===== config.mk =====
export PLATFORM = sky130hd
export DESIGN_NAME = stream_demux
export DESIGN_NICKNAME = d
export VERILOG_FILES = /design/src/rtl/stream_demux.sv
export SDC_FILE = /design/constraint.sdc
export NUM_CORES = 1
export LEC_CHECK = 0
export BUFFER_PORTS_ARGS = -buffer_cell sky130_fd_sc_hd__buf_4
export CAP_MARGIN = 5
export CORE_ASPECT_RATIO = 1.1
export CORE_MARGIN = 2
export CORE_UTILIZATION = 61
export DETAILED_ROUTE_END_ITERATION = 12
export PLACE_DENSITY_LB_ADDON = 0.2
export SYNTH_ARGS = -nofsm -noshare
export SYNTH_HDL_FRONTEND = slang
export SYNTH_SLANG_ARGS = --single-unit

===== constraint.sdc =====
create_clock -name clk -period 5 [get_ports clk]
set_input_delay 0.5 -clock clk [delete_from_list [all_inputs] [get_ports clk]]
set_output_delay 0.5 -clock clk [all_outputs]
set_load 0.02 [all_outputs]

===== src/rtl/stream_demux.sv =====
// stream_demux: consumes the 48-bit memory-stream word {code, payload} every
// clock, tracks the BX from header words and regenerates per-port write
// strobes plus BX-paged write addresses for the 12 receiving memories.
// Optional BX sequence checking is enabled by defining BX_SEQ_CHECK_EN.
module stream_demux #(
  parameter int unsigned NPORTS = 12,
  parameter int unsigned DATA_W = 44,
  parameter int unsigned BX_W   = 3,
  parameter int unsigned ADDR_W = 6
) (
  input  logic                   clk,
  input  logic                   reset_n,
  input  logic [DATA_W+3:0]      stream_in,
  output logic [NPORTS-1:0]      wr_en,
  output logic [BX_W+ADDR_W-1:0] wr_addr,
  output logic [DATA_W-1:0]      wr_dat,
  output logic [BX_W-1:0]        cur_bx,
  output logic                   bx_valid,
  output logic                   new_bx,
  output logic [NPORTS-1:0]      overflow,
  output logic                   bad_code,
  output logic                   bx_skip
);

  localparam int unsigned PIDX_W = $clog2(NPORTS);

  typedef enum logic {WAIT_HDR, RUN} state_e;

  state_e state_q, state_d;

  logic [ADDR_W-1:0]      cnt_q [NPORTS];
  logic [ADDR_W-1:0]      cnt_d [NPORTS];
  logic [NPORTS-1:0]      full_q, full_d;
  logic [NPORTS-1:0]      overflow_q, overflow_d;
  logic [BX_W-1:0]        cur_bx_q, cur_bx_d;
  logic                   bx_valid_q, bx_valid_d;
  logic                   new_bx_q, new_bx_d;
  logic                   bad_code_q, bad_code_d;
  logic [NPORTS-1:0]      wr_en_q, wr_en_d;
  logic [BX_W+ADDR_W-1:0] wr_addr_q, wr_addr_d;
  logic [DATA_W-1:0]      wr_dat_q, wr_dat_d;

  logic [3:0]             code;
  logic [DATA_W-1:0]      payload;
  logic [BX_W-1:0]        hdr_bx;
  logic                   is_hdr;
  logic                   is_data;
  logic                   is_bad;
  logic [PIDX_W-1:0]      port_idx;

  assign code    = stream_in[DATA_W+3:DATA_W];
  assign payload = stream_in[DATA_W-1:0];
  assign hdr_bx  = payload[DATA_W-1 -: BX_W];

  // Decode the port code into header / data(port index) / illegal classes
  always_comb begin
    is_hdr   = 1'b0;
    is_data  = 1'b0;
    is_bad   = 1'b0;
    port_idx = '0;
    unique case (code)
      4'h0: ;
      4'hF: is_hdr = 1'b1;
      4'hA, 4'hE: is_bad = 1'b1;
      4'h9: begin is_data = 1'b1; port_idx = PIDX_W'(8);  end
      4'hB: begin is_data = 1'b1; port_idx = PIDX_W'(9);  end
      4'hC: begin is_data = 1'b1; port_idx = PIDX_W'(10); end
      4'hD: begin is_data = 1'b1; port_idx = PIDX_W'(11); end
      default: begin
        is_data  = 1'b1;
        port_idx = PIDX_W'(code - 4'd1);
      end
    endcase
  end

  // FSM state register
  always_ff @(posedge clk or negedge reset_n) begin
    if (!reset_n) state_q <= WAIT_HDR;
    else          state_q <= state_d;
  end

  // FSM next state: any header arms the block, nothing leaves RUN but reset
  always_comb begin
    state_d = state_q;
    if (is_hdr) state_d = RUN;
  end

  // Output/datapath next values: page bookkeeping, strobes and pulses
  always_comb begin
    cnt_d      = cnt_q;
    full_d     = full_q;
    overflow_d = overflow_q;
    cur_bx_d   = cur_bx_q;
    bx_valid_d = bx_valid_q;
    new_bx_d   = 1'b0;
    bad_code_d = 1'b0;
    wr_en_d    = '0;
    wr_addr_d  = wr_addr_q;
    wr_dat_d   = wr_dat_q;
    if (is_hdr) begin
      cur_bx_d   = hdr_bx;
      bx_valid_d = 1'b1;
      new_bx_d   = 1'b1;
      for (int unsigned i = 0; i < NPORTS; i++) cnt_d[i] = '0;
      full_d     = '0;
      overflow_d = '0;
    end else if (state_q == RUN) begin
      if (is_bad) begin
        bad_code_d = 1'b1;
      end else if (is_data) begin
        if (full_q[port_idx]) begin
          overflow_d[port_idx] = 1'b1;
        end else begin
          wr_en_d[port_idx] = 1'b1;
          wr_addr_d         = {cur_bx_q, cnt_q[port_idx]};
          wr_dat_d          = payload;
          // the last entry of the page marks it full rather than wrapping
          if (cnt_q[port_idx] == '1) full_d[port_idx] = 1'b1;
          cnt_d[port_idx] = cnt_q[port_idx] + ADDR_W'(1);
        end
      end
    end
  end

  // Datapath and output registers
  always_ff @(posedge clk or negedge reset_n) begin
    if (!reset_n) begin
      for (int unsigned i = 0; i < NPORTS; i++) cnt_q[i] <= '0;
      full_q     <= '0;
      overflow_q <= '0;
      cur_bx_q   <= '0;
      bx_valid_q <= 1'b0;
      new_bx_q   <= 1'b0;
      bad_code_q <= 1'b0;
      wr_en_q    <= '0;
      wr_addr_q  <= '0;
      wr_dat_q   <= '0;
    end else begin
      cnt_q      <= cnt_d;
      full_q     <= full_d;
      overflow_q <= overflow_d;
      cur_bx_q   <= cur_bx_d;
      bx_valid_q <= bx_valid_d;
      new_bx_q   <= new_bx_d;
      bad_code_q <= bad_code_d;
      wr_en_q    <= wr_en_d;
      wr_addr_q  <= wr_addr_d;
      wr_dat_q   <= wr_dat_d;
    end
  end

  assign wr_en    = wr_en_q;
  assign wr_addr  = wr_addr_q;
  assign wr_dat   = wr_dat_q;
  assign cur_bx   = cur_bx_q;
  assign bx_valid = bx_valid_q;
  assign new_bx   = new_bx_q;
  assign overflow = overflow_q;
  assign bad_code = bad_code_q;

`ifdef BX_SEQ_CHECK_EN
  logic [BX_W-1:0] bx_next;
  logic            bx_skip_q, bx_skip_d;

  assign bx_next   = cur_bx_q + BX_W'(1);
  // only headers seen while in RUN have a predecessor to compare against
  assign bx_skip_d = is_hdr && (state_q == RUN) && (hdr_bx != bx_next);

  // Register the sequence-skip pulse
  always_ff @(posedge clk or negedge reset_n) begin
    if (!reset_n) bx_skip_q <= 1'b0;
    else          bx_skip_q <= bx_skip_d;
  end

  assign bx_skip = bx_skip_q;
`else
  assign bx_skip = 1'b0;
`endif

endmodule


==> key figures <==
Timing
  • Fmax: between 0.2 and 0.25 GHz
  • Final worst path period need: 4.185 ns
  • Pin slew with the least headroom to its limit: between 0.9 and 1 ns
  • Setup TNS: 0 ns
  • Fin crit share: around 84%
  • RSZ-0062 raised after global routing: false
  • Slew headroom: 37.04%
  • Final setup fails: 0
  • Fin. Hold Viols: 0
  • Worst Skew: around 0.010 ns
  • Max Slew Vio Count: 0

Clock tree
  • Root Driver: clkbuf_16
  • Post-CTS Setup Repair Bufs: 0
  • CTS buffer count: 17
  • CTS tree: yes
  • Hold-fix buffers at CTS: 0
  • Number of H-tree levels: 4
  • Clock slew at reported path FFs: 0.06 ns
  • Post-cts sizing count: 0
  • CTS Sinks: 167
  • Clock Tree Buf Depth: 2
  • Clock latency at the later pin of the worst-skew pair: roughly 0.43 ns

Floorplan
  • Num ports: about 130
  • Effective utilization at floorplan: 61.95%
  • Die height: 122.3 um
  • Core area: 12540 um2
  • Die W: 111.6 um
  • Rows: 43
  • Die ar.: about 14000 um2

Synthesis
  • Netlist cell types: 73
  • Yosys warnings: 0
  • Synthesized area: between 7000 and 8000 um2
  • Area contributors post-synth: dfrtp_1 54%, nand2_1 10%, nand3_1 4.6%
  • Area share of the largest cell type after synthesis: between 50 and 60%
  • Main synth FF type: dfrtp_1
  • Async SR Flop Fraction: 100.0%
  • Syn nets: a little under 900
  • Register area share after synthesis: 53.81%
  • Commonest cells in the netlist: 217 x nand2_1, 167 x dfrtp_1, 72 x nand3_1
  • Post-synth EDFFs: 0
  • Synth area leader: dfrtp_1
  • Syn Area/Cell: between 9 and 10 um2
  • Register bit total from synthesis: 167
  • Mapped Cells: a little over 800
  • Count leader, synth: nand2_1

Worst setup path
  • Critical setup path kind: input pin to register
  • CP startpoint kind: input pin
  • Critical path capture point type: register
  • Worst reg2reg startpoint: full_q[11]
  • WP data required: ~5.3 ns
  • Max incr delay on CP: 0.57 ns
  • Worst-path cell chain: buf_4 > clkinv_1 > ha_1 > o211ai_1 > nand2_1 > a31oi_4 > o22ai_1 > o31a_1 > a311oi_4 > ha_1 > nand2_1 > xnor2_1 > buf_4 > o21ai_0
  • WP data arrival: around 4.5 ns
  • Crit-path max FO: 18
  • Worst path bufs/invs: 3
  • CP top delay family: compound AO/OA/AOI/OAI gates
  • Slowest CP cell: a31oi_4
  • Critical path origin: stream_in[44]
  • Reg2reg setup slack: 1.85 ns

Route
  • Initial DRC count: about 630
  • Via density: about 6.2
  • Post-detailed-route wirelength per cell: ~20 um
  • Pre-Repair DR Iteration Count: 6
  • Detailed Route WL: between 20 and 25 mm
  • Post-route antenna net violation count: 0
  • # DRC: 0
  • Via Count: around 6800

Global route
  • First-pass GRT wire length: ~35 mm
  • Initial antenna violation count: 0
  • Vias in the first global route: around 6600
  • Grt ovf: 0
  • GRT Total Usage: around a third
  • Largest net degree at the start of global routing: 76

Run
  • Max_cap viols: 0

Cells and area
  • Finished Cell Area: approximately 9400 um2
  • Layout cells sized above 1: between 20% and 30%
  • Diode count: 0
  • Area added between synthesis and finish: 20.88%
  • Layout Nets: between 900 and 1000
  • Fillcell total: around 900

Hold path
  • HP Class: input pin to async pin

Power
  • Leak: roughly 4.7 nW
  • Worst vdd ir: 334.3 uV
  • Pwr/cell area: between 400 and 500 nW/um2

Placed design
  • Cell Area, Placed: about 8800 um2
  • Half-perimeter wire length after placement: 15.46 mm
  • RD Place Congestion: about 1.0
  • # port buffers: ~130

Outcome
  • Status: completed
==> worst register-to-register path, stage by stage, from the launching register on <==
cell	delay, ns
dfrtp_1	0.41
a32o_1	0.27
a22oi_1	0.14
o21ai_0	0.15
a221oi_1	0.23
o22a_1	0.22
and3_2	0.39
buf_4	0.37
nand2_1	0.44
nand3_1	0.24
o21ai_0	0.13
==> flip-flops by register name, summed over array words and instances (netlist names) <==
signal,flops
cnt_q,72
bx_valid,1
wr_en,12
wr_addr,9
overflow,12
cur_bx,3
new_bx,1
full_q,12
wr_dat,44
bad_code,1
==> metal layers <==
layer	share of wire [%]	wire length (um)	global-route usage [%]
met5	0	0	0
met4	3.1	702	13.27
met3	7.3	1629	7.556
met2	50	11160	55.11
met1	40	8835	41.88
==> placed cells by master, fill, tap and decap left out, drive strengths merged, types with 17 or more instances in the layout <==
master | netlist | layout
a21oi | 20 | 20
buf | 36 | 152
clkbuf | 24 | 20
dfrtp | 167 | 167
inv | 18 | 21
nand2 | 218 | 218
nand3 | 73 | 73
nor2 | 38 | 38
o21ai | 82 | 82
o31ai | 17 | 17
==> path summary, 6_finish.rpt <==
check	cells past startpoint	to
worst min register to register	2	wr_dat[15]
worst max-delay path	14	cnt_q[52]
worst min-delay path	1	cnt_q[50]
worst max register to register	10	cnt_q[64]
max in group asynchronous	2	cnt_q[34]
min in group clk	3	wr_dat[13]
==> layout make-up <==
type	instances	area, um2	share of cell area [%]
Clock buffer	20	456.7	4.865
Inverter	19	71.32	0.7597
Tap cell	157	196.4	2.092
Multi-Input combinational cell	573	3198	34.07
Timing Repair Buffer	152	1145	12.20
Sequential cell	167	4179	44.52
Clock inverter	12	141.4	1.506
==> power by group <==
group / internal, W / switching (W) / leakage, nW / total, W
clock: 0.000769 / 0.000551 / 0.288 / 0.00132
combinational: 0.000398 / 0.000656 / 2.21 / 0.00105
sequential: 0.00161 / 0.000184 / 2.21 / 0.00180
==> logic make-up after synthesis <==
| kind of cell | share of synthesized area (%) |
|---|---|
| buf+inv | 5.091 |
| fa+ha+maj | 0.9666 |
| xor+xnor | 0.7734 |
| simple gates | 19.67 |
| other cells | 0.04829 |
| mux | 1.804 |
| flops | 53.81 |
| compound gates | 17.84 |
==> per-stage QoR <==
stage / setup slack (ns) / instances / utilization (%) / hold slack [ns] / total power [W]
finish: 0.8147 / 1100 / 74.89 / 0.008438 / 0.004170
global route: 0.5346 / 1100 / 74.89 / 0.04214 / 0.004337
CTS: 0.8890 / 1100 / 74.89 / 0.02480 / 0.004156
detailed placement: 0.5113 / 1068 / 70.12 / 0.4638 / 0.002845
global placement: 0.7043 / 1068 / 70.12 / 0.4590 / 0.002801
floorplan: 1.108 / 819 / - / 0.2044 / 0.002399
No activity file was read; power rests on OpenSTA's default activity.
